File: src/rtl/bomb_blast_if.sv
// bomb_blast_if: tick/grid bundle between the game controller and bomb_blast.
// Signals:
//   bomb_tick    - one-cycle bomb time-step pulse (controller -> blast engine)
//   arena_in     - arena grid, 2 bits per cell, cell (i,j) at index i*10+j
//   bomb_in      - bomb fuse grid, same packing
//   arena_out    - post-blast arena grid
//   bomb_out     - post-tick bomb grid
//   flame_out    - one bit per burning cell
//   update_valid - one-cycle pulse: arena_out/bomb_out ready to load
//   busy         - tick in progress, up to and including the update_valid cycle
//   hit_a/hit_b  - sticky: player A/B stood in a flame
//   overrun      - sticky: a tick arrived while busy
interface bomb_blast_if;
    localparam int unsigned GRID_W  = 200;
    localparam int unsigned FLAME_W = 100;

    logic               bomb_tick;
    logic [GRID_W-1:0]  arena_in;
    logic [GRID_W-1:0]  bomb_in;
    logic [GRID_W-1:0]  arena_out;
    logic [GRID_W-1:0]  bomb_out;
    logic [FLAME_W-1:0] flame_out;
    logic               update_valid;
    logic               busy;
    logic               hit_a;
    logic               hit_b;
    logic               overrun;

    modport master (
        output bomb_tick, arena_in, bomb_in,
        input  arena_out, bomb_out, flame_out, update_valid, busy,
               hit_a, hit_b, overrun
    );

    modport slave (
        input  bomb_tick, arena_in, bomb_in,
        output arena_out, bomb_out, flame_out, update_valid, busy,
               hit_a, hit_b, overrun
    );
endinterface

File: src/rtl/bomb_blast.sv
// bomb_blast: per-tick bomb engine for a 10x10 arena. On an accepted tick the
// arena and bomb grids are snapshotted, every cell is scanned in index order
// (decrementing fuses), each expiring bomb runs a fixed-length cross-shaped
// blast, and the updated grids are published with a one-cycle update_valid.
// Ports:
//   clk  - clock
//   rst  - synchronous active-high reset
//   bus  - bomb_blast_if.slave (tick, grids in/out, flame map, status flags)
// Parameter:
//   RADIUS - blast reach in cells along each direction (1..9)
module bomb_blast #(
    parameter int unsigned RADIUS = 2
) (
    input  logic        clk,
    input  logic        rst,
    bomb_blast_if.slave bus
);
    localparam int unsigned CELLS    = 100;
    localparam int unsigned IDX_W    = 7;
    localparam int unsigned RC_W     = 4;
    localparam int unsigned LAST_IDX = CELLS - 1;

    localparam logic [1:0] S_IDLE  = 2'd0;
    localparam logic [1:0] S_SCAN  = 2'd1;
    localparam logic [1:0] S_BLAST = 2'd2;
    localparam logic [1:0] S_DONE  = 2'd3;

    localparam logic [1:0] C_WALL  = 2'd1;
    localparam logic [1:0] C_PL_A  = 2'd2;
    localparam logic [1:0] C_PL_B  = 2'd3;

    logic [1:0]             state_q,      state_d;
    logic [IDX_W-1:0]       idx_q,        idx_d;
    logic [RC_W-1:0]        cen_row_q,    cen_row_d;
    logic [RC_W-1:0]        cen_col_q,    cen_col_d;
    logic [1:0]             dir_q,        dir_d;
    logic [RC_W-1:0]        dist_q,       dist_d;
    logic                   stop_q,       stop_d;
    logic [CELLS-1:0][1:0]  arena_q,      arena_d;
    logic [CELLS-1:0][1:0]  bomb_q,       bomb_d;
    logic [CELLS-1:0]       flame_q,      flame_d;
    logic [CELLS-1:0][1:0]  arena_out_q,  arena_out_d;
    logic [CELLS-1:0][1:0]  bomb_out_q,   bomb_out_d;
    logic                   update_valid_q, update_valid_d;
    logic                   busy_q,       busy_d;
    logic                   hit_a_q,      hit_a_d;
    logic                   hit_b_q,      hit_b_d;
    logic                   overrun_q,    overrun_d;

    logic [1:0]             scan_fuse;
    logic [RC_W-1:0]        scan_row;
    logic [RC_W-1:0]        scan_col;
    logic signed [4:0]      base_row_s;
    logic signed [4:0]      base_col_s;
    logic signed [4:0]      dist_s;
    logic signed [4:0]      tgt_row_s;
    logic signed [4:0]      tgt_col_s;
    logic                   tgt_in_grid;
    logic [IDX_W-1:0]       tgt_idx;

    assign bus.arena_out    = arena_out_q;
    assign bus.bomb_out     = bomb_out_q;
    assign bus.flame_out    = flame_q;
    assign bus.update_valid = update_valid_q;
    assign bus.busy         = busy_q;
    assign bus.hit_a        = hit_a_q;
    assign bus.hit_b        = hit_b_q;
    assign bus.overrun      = overrun_q;

    // Cell currently visited by the scan.
    assign scan_fuse = bomb_q[idx_q];
    assign scan_row  = RC_W'(idx_q / IDX_W'(10));
    assign scan_col  = RC_W'(idx_q % IDX_W'(10));

    // Blast target: centre offset by dist along dir (0 up, 1 down, 2 left, 3 right).
    // Signed 5-bit math; any result outside 0..9 (including wrap above +15) is off-grid.
    always_comb begin
        base_row_s = $signed({1'b0, cen_row_q});
        base_col_s = $signed({1'b0, cen_col_q});
        dist_s     = $signed({1'b0, dist_q});
        tgt_row_s  = base_row_s;
        tgt_col_s  = base_col_s;
        case (dir_q)
            2'd0:    tgt_row_s = base_row_s - dist_s;
            2'd1:    tgt_row_s = base_row_s + dist_s;
            2'd2:    tgt_col_s = base_col_s - dist_s;
            default: tgt_col_s = base_col_s + dist_s;
        endcase
        tgt_in_grid = (tgt_row_s >= 5'sd0) && (tgt_row_s <= 5'sd9) &&
                      (tgt_col_s >= 5'sd0) && (tgt_col_s <= 5'sd9);
        tgt_idx     = IDX_W'(tgt_row_s[3:0]) * IDX_W'(10) + IDX_W'(tgt_col_s[3:0]);
    end

    // Next-state and datapath.
    always_comb begin
        state_d        = state_q;
        idx_d          = idx_q;
        cen_row_d      = cen_row_q;
        cen_col_d      = cen_col_q;
        dir_d          = dir_q;
        dist_d         = dist_q;
        stop_d         = stop_q;
        arena_d        = arena_q;
        bomb_d         = bomb_q;
        flame_d        = flame_q;
        arena_out_d    = arena_out_q;
        bomb_out_d     = bomb_out_q;
        update_valid_d = 1'b0;
        busy_d         = busy_q;
        hit_a_d        = hit_a_q;
        hit_b_d        = hit_b_q;
        overrun_d      = overrun_q;

        if (bus.bomb_tick && busy_q) begin
            overrun_d = 1'b1;
        end
        if (update_valid_q) begin
            busy_d = 1'b0;
        end

        case (state_q)
            S_IDLE: begin
                if (bus.bomb_tick && !busy_q) begin
                    arena_d = bus.arena_in;
                    bomb_d  = bus.bomb_in;
                    flame_d = '0;
                    idx_d   = '0;
                    busy_d  = 1'b1;
                    state_d = S_SCAN;
                end
            end

            S_SCAN: begin
                if (scan_fuse == 2'd1) begin
                    bomb_d[idx_q] = 2'd0;
                    cen_row_d     = scan_row;
                    cen_col_d     = scan_col;
                    dir_d         = 2'd0;
                    dist_d        = '0;
                    stop_d        = 1'b0;
                    state_d       = S_BLAST;
                end else begin
                    if (scan_fuse >= 2'd2) begin
                        bomb_d[idx_q] = scan_fuse - 2'd1;
                    end
                    if (idx_q == IDX_W'(LAST_IDX)) begin
                        state_d = S_DONE;
                    end else begin
                        idx_d = idx_q + IDX_W'(1);
                    end
                end
            end

            S_BLAST: begin
                if (tgt_in_grid && !stop_q) begin
                    flame_d[tgt_idx] = 1'b1;
                    case (arena_q[tgt_idx])
                        C_WALL: begin
                            arena_d[tgt_idx] = 2'd0;
                            // A wall on the centre cell does not shield the up arm.
                            if (dist_q != '0) begin
                                stop_d = 1'b1;
                            end
                        end
                        C_PL_A:  hit_a_d = 1'b1;
                        C_PL_B:  hit_b_d = 1'b1;
                        default: ;
                    endcase
                    // Chained bombs must end this tick at fuse 1. A not-yet-scanned
                    // cell still gets decremented by the scan, so park it at 2.
                    if (bomb_q[tgt_idx] >= 2'd2) begin
                        bomb_d[tgt_idx] = (tgt_idx > idx_q) ? 2'd2 : 2'd1;
                    end
                end

                if (dist_q == RC_W'(RADIUS)) begin
                    if (dir_q == 2'd3) begin
                        if (idx_q == IDX_W'(LAST_IDX)) begin
                            state_d = S_DONE;
                        end else begin
                            idx_d   = idx_q + IDX_W'(1);
                            state_d = S_SCAN;
                        end
                    end else begin
                        dir_d  = dir_q + 2'd1;
                        dist_d = RC_W'(1);
                        stop_d = 1'b0;
                    end
                end else begin
                    dist_d = dist_q + RC_W'(1);
                end
            end

            default: begin
                arena_out_d    = arena_q;
                bomb_out_d     = bomb_q;
                update_valid_d = 1'b1;
                state_d        = S_IDLE;
            end
        endcase
    end

    // State registers.
    always_ff @(posedge clk) begin
        if (rst) begin
            state_q        <= S_IDLE;
            idx_q          <= '0;
            cen_row_q      <= '0;
            cen_col_q      <= '0;
            dir_q          <= '0;
            dist_q         <= '0;
            stop_q         <= 1'b0;
            arena_q        <= '0;
            bomb_q         <= '0;
            flame_q        <= '0;
            arena_out_q    <= '0;
            bomb_out_q     <= '0;
            update_valid_q <= 1'b0;
            busy_q         <= 1'b0;
            hit_a_q        <= 1'b0;
            hit_b_q        <= 1'b0;
            overrun_q      <= 1'b0;
        end else begin
            state_q        <= state_d;
            idx_q          <= idx_d;
            cen_row_q      <= cen_row_d;
            cen_col_q      <= cen_col_d;
            dir_q          <= dir_d;
            dist_q         <= dist_d;
            stop_q         <= stop_d;
            arena_q        <= arena_d;
            bomb_q         <= bomb_d;
            flame_q        <= flame_d;
            arena_out_q    <= arena_out_d;
            bomb_out_q     <= bomb_out_d;
            update_valid_q <= update_valid_d;
            busy_q         <= busy_d;
            hit_a_q        <= hit_a_d;
            hit_b_q        <= hit_b_d;
            overrun_q      <= overrun_d;
        end
    end
endmodule
File: src/flat_wrapper.sv
// flat-port wrapper written by rule: the top's interface ports become plain ports
module bomb_blast_flat 
#(
    parameter int unsigned RADIUS = 2
)
  (clk, rst, bus_bomb_tick, bus_arena_in, bus_bomb_in, bus_arena_out, bus_bomb_out, bus_flame_out, bus_update_valid, bus_busy, bus_hit_a, bus_hit_b, bus_overrun);
  bomb_blast_if bus_i ();
  input  logic clk;
  input  logic rst;
  input wire logic [$bits(bus_i.bomb_tick)-1:0] bus_bomb_tick;
  input wire logic [$bits(bus_i.arena_in)-1:0] bus_arena_in;
  input wire logic [$bits(bus_i.bomb_in)-1:0] bus_bomb_in;
  output wire logic [$bits(bus_i.arena_out)-1:0] bus_arena_out;
  output wire logic [$bits(bus_i.bomb_out)-1:0] bus_bomb_out;
  output wire logic [$bits(bus_i.flame_out)-1:0] bus_flame_out;
  output wire logic [$bits(bus_i.update_valid)-1:0] bus_update_valid;
  output wire logic [$bits(bus_i.busy)-1:0] bus_busy;
  output wire logic [$bits(bus_i.hit_a)-1:0] bus_hit_a;
  output wire logic [$bits(bus_i.hit_b)-1:0] bus_hit_b;
  output wire logic [$bits(bus_i.overrun)-1:0] bus_overrun;
  assign bus_i.bomb_tick = bus_bomb_tick;
  assign bus_i.arena_in = bus_arena_in;
  assign bus_i.bomb_in = bus_bomb_in;
  assign bus_arena_out = bus_i.arena_out;
  assign bus_bomb_out = bus_i.bomb_out;
  assign bus_flame_out = bus_i.flame_out;
  assign bus_update_valid = bus_i.update_valid;
  assign bus_busy = bus_i.busy;
  assign bus_hit_a = bus_i.hit_a;
  assign bus_hit_b = bus_i.hit_b;
  assign bus_overrun = bus_i.overrun;
  bomb_blast #(.RADIUS(RADIUS)) u_core (.clk(clk), .rst(rst), .bus(bus_i));
endmodule
File: config.mk
export PLATFORM = sky130hd
export DESIGN_NAME = bomb_blast_flat
export DESIGN_NICKNAME = d
export VERILOG_FILES = /design/src/rtl/bomb_blast_if.sv /design/src/rtl/bomb_blast.sv /design/src/flat_wrapper.sv
export SDC_FILE = /design/constraint.sdc
export NUM_CORES = 2
export LEC_CHECK = 0
export ABC_AREA = 1
export BUFFER_PORTS_ARGS = -buffer_cell sky130_fd_sc_hd__buf_2
export CORE_UTILIZATION = 37
export CTS_CLUSTER_DIAMETER = 50
export DETAILED_ROUTE_END_ITERATION = 8
export SYNTH_ARGS = -nofsm -noshare
export SYNTH_HDL_FRONTEND = slang
export SYNTH_SLANG_ARGS = --single-unit
File: constraint.sdc
create_clock -name clk -period 10 [get_ports clk]
set_input_delay 0.5 -clock clk [delete_from_list [all_inputs] [get_ports clk]]
set_output_delay 0.5 -clock clk [all_outputs]
set_load 0.05 [all_outputs]
==> results.toml <==
[run_status]
status = "completed"

[floorplan]
fp.dieH_microns = 371.7
std_cell_rows = 135
io_pins = 908
die_width_microns = 371.7
core_area_sq_um = 135500
die_area_sq_um = 138200
initial_core_util = 0.3734

[synth]
synth_top_family_by_area = "simple AND/OR/NAND/NOR gates"
synthAdderAreaFrac = 0.01123
syn_area_sq_um = 50580
syn_nets = 8556
syn_inst = 8110
synth_top_area_share = 0.3677
synth_mux_area_frac = 0
synth_area_leader_cell = "dfxtp_1"
synth-xor-area-share = 0.001212
synth_cell_types = 44
yosysWarnings = 0
synth_area_leaders = "dfxtp_1 37%, nand2_1 15%, nor2_1 11%"
synth_flop_cell = "dfxtp_1"
synth.avg_cell_area_sq_um = 6.237
synth_compound_area_frac = 0.1654
synth-simple-area-share = 0.3688
ys_seq_elements = 929
async_flop_share = 0
synth-edff-count = 0
yosysSeqAreaShare = 0.3677

[critical_path]
reg2reg_depth = 24
critPathKind = "register to register"
crit_start = "u_core.dist_q[0]$_SDFFE_PP0P_"
crit_required_ns = 10.63
rr_endpoint = "u_core.arena_q[55]$_SDFFE_PP0P_"
critPathLaunchType = "register"
cp_cell_sequence = "inv_1, ha_1, inv_1, o21ai_0, fa_1, o21ai_0, ha_1, fa_1, nor2_4, buf_4, nand2_2, buf_4, inv_2, buf_4, nand2_1, nand4_1, a21oi_1, nor2_1, nand2_1, nor2_4, buf_4, nand3_1, nand3_1, a21oi_1"
critical_path_arrival_ns = 8.22
ff2ff_setup_slack_ns = 2.42
max_stage_delay_ns = 0.58
slowest_stage = "fa_1"
end_kind = "register"
crit_fanout = 36
timing.rr.start = "u_core.dist_q[0]$_SDFFE_PP0P_"
cp_common_cell = "buf_4"

[sta]
fmax_mhz = 131.8
final-setup-viol-count = 0
fin_ws_ns = 2.415
finalCritPeriodShare = 0.7585
fin_skew_ns = 0.03757
fin_tns_setup_ns = 0
rsz0062_at_grt = "no"
relSlewSlack = 0.09033
maxSlewViolCount = 0
hold_violations = 0
worst_pin_slew_ns = 1.363
period_needed_ns = 7.585

[global_route]
grt_use_total = 0.3699
grt_pass1_wl_microns = 375400
grt_max_degree = 203
grt_pass1_vias = 54994
antenna_found_initial = 9
gr-total-overflow = 0

[hold_path]
hold_end = "u_core.bomb_q[59]$_SDFFE_PP0P_"
hp-start = "bus_bomb_in[59]"
hold_class = "input port to register"
hold_depth = 5

[clock_tree]
cts_max_path_buffers = 3
cts_tree = "built"
clk_pin_slew_ns = 0.06
cts-resized-gates = 0
clock-root-buffer = "clkbuf_16"
clock_sinks = 929
htree_levels = 4
cts_buffers = 143
clock_latency_ns = 0.82

[final_layout]
drive_above_1_share = 0.1713
areaGrowthSynthToFinish_pct = 23.99
layout.nets = 9291

[routing]
first_pass_iters = 6
ant_nets = 0
drtIter0Drc = 7149
routed_wl_microns = 267600
vias_per_cell = 5.573
post_drt_wl_per_cell_microns = 24.89
drc = 0
vias = 59906

[placed_design]
pre_cts_slack_ns = 2.676
io_buffer_count = 907
place.gp.congestion = 0.9802
dp_hpwl_microns = 185500

[run]
drv_cap = 0
[sequential cells by signal (all words and copies together), names as in the netlist]
name and flops:
u_core.cen_row_q 4, u_core.bus.busy 1, u_core.bus.flame_out 100, u_core.bus.arena_out 200
u_core.bus.bomb_out 200, u_core.bus.hit_b 1, u_core.arena_q 200, u_core.cen_col_q 4
u_core.state_q 2, u_core.bomb_q 200, u_core.bus.update_valid 1, u_core.stop_q 1
u_core.dir_q 2, u_core.bus.overrun 1, u_core.dist_q 4, u_core.idx_q 7
u_core.bus.hit_a 1
[Yosys cell counts (4+ instances only)]
library cell / count
o21a_1: 4
nand4_1: 80
nor2_2: 12
nand3b_1: 72
clkbuf_1: 374
dfxtp_1: 929
o21ai_0: 786
a21oi_1: 511
inv_2: 10
ha_1: 39
or2_2: 145
buf_2: 115
buf_4: 23
o22ai_1: 91
xor2_1: 6
nor2_1: 1511
a211oi_1: 6
o21ai_1: 25
o21ba_2: 100
nor3_1: 5
nand3_1: 656
buf_1: 55
nand2_1: 2014
fa_1: 4
inv_1: 503
nand2_2: 7
[cell usage in the layout, fill, tap and decap left out, drive strengths merged, types with 100 or more instances in the layout]
cell            n
buf           987
nor2         1524
or2           147
dfxtp         929
o21ba         100
a21oi         513
o21ai         811
nand3         656
inv           539
nand2        2021
clkbuf        180
dlygate4sd3   175
[worst max-delay path by stage]
stage | end | slack, ns | cells after the start
after floorplan | u_core.bomb_q[48]$_SDFFE_PP0P_ | 4.22 | 36
after global placement | u_core.arena_q[54]$_SDFFE_PP0P_ | 2.72 | 24
after detailed placement | u_core.arena_q[29]$_SDFFE_PP0P_ | 2.68 | 24
after CTS | u_core.arena_q[29]$_SDFFE_PP0P_ | 2.66 | 24
after global routing | u_core.bomb_q[135]$_SDFFE_PP0P_ | 2.10 | 23
final | u_core.arena_q[55]$_SDFFE_PP0P_ | 2.42 | 24
[kinds of logic after synthesis]
logic type               after synthesis
AND/OR/NAND/NOR                     4508
AO/OA/AOI/OAI                       1536
buffers and inverters               1087
flip-flops                           929
adder cells (fa/ha/maj)               43
XOR/XNOR                               7
[area by class of cell]
class / instances / area [sq um]
Tap cell: 1781 / 2228
Fill cell: 14303 / 72750
Multi-Input combinational cell: 6094 / 27860
Inverter: 515 / 1961
Clock inverter: 83 / 1139
Antenna cell: 6 / 15.01
Clock buffer: 180 / 3919
Timing Repair Buffer: 1162 / 6985
Sequential cell: 929 / 18600
[critical path, delay by kind of cell, from the launching register on]
kind / cells / cell delay [ns]
flops: 1 / 0.44
simple gates: 9 / 2.20
buf+inv: 7 / 2.21
fa+ha+maj: 4 / 1.64
compound gates: 4 / 0.81
[stage by stage]
step                  util  cells  instance area (sq um)  hold slack [ns]
global route        0.4629  10745                  62700          0.03123
global placement    0.4126  10306                  55890           0.4451
floorplan                -   8110                  50580           0.4447
finish              0.4629  10750                  62710          0.04065
CTS                 0.4628  10744                  62700         0.004010
detailed placement  0.4126  10306                  55890           0.4487
[layer usage]
layer  share of wire  global-route usage  vias to the layer above  wire length (microns)
li1                -                   -                    27624                      -
met1            0.38              0.4441                    27977                 100500
met2            0.44              0.5678                     3419                 117000
met3           0.096             0.08268                      882                  25760
met4           0.091              0.2963                        4                  24370
met5        0.000071                   0                        -                     19
[repair_timing]
action                    4_1_cts  5_1_grt
hold endpoints to repair      175        0
buffers inserted                0        0
hold buffers                  175        0
Power is not shown: default switching activity piles up to over one toggle a cycle in this logic, so the estimate is an artifact.
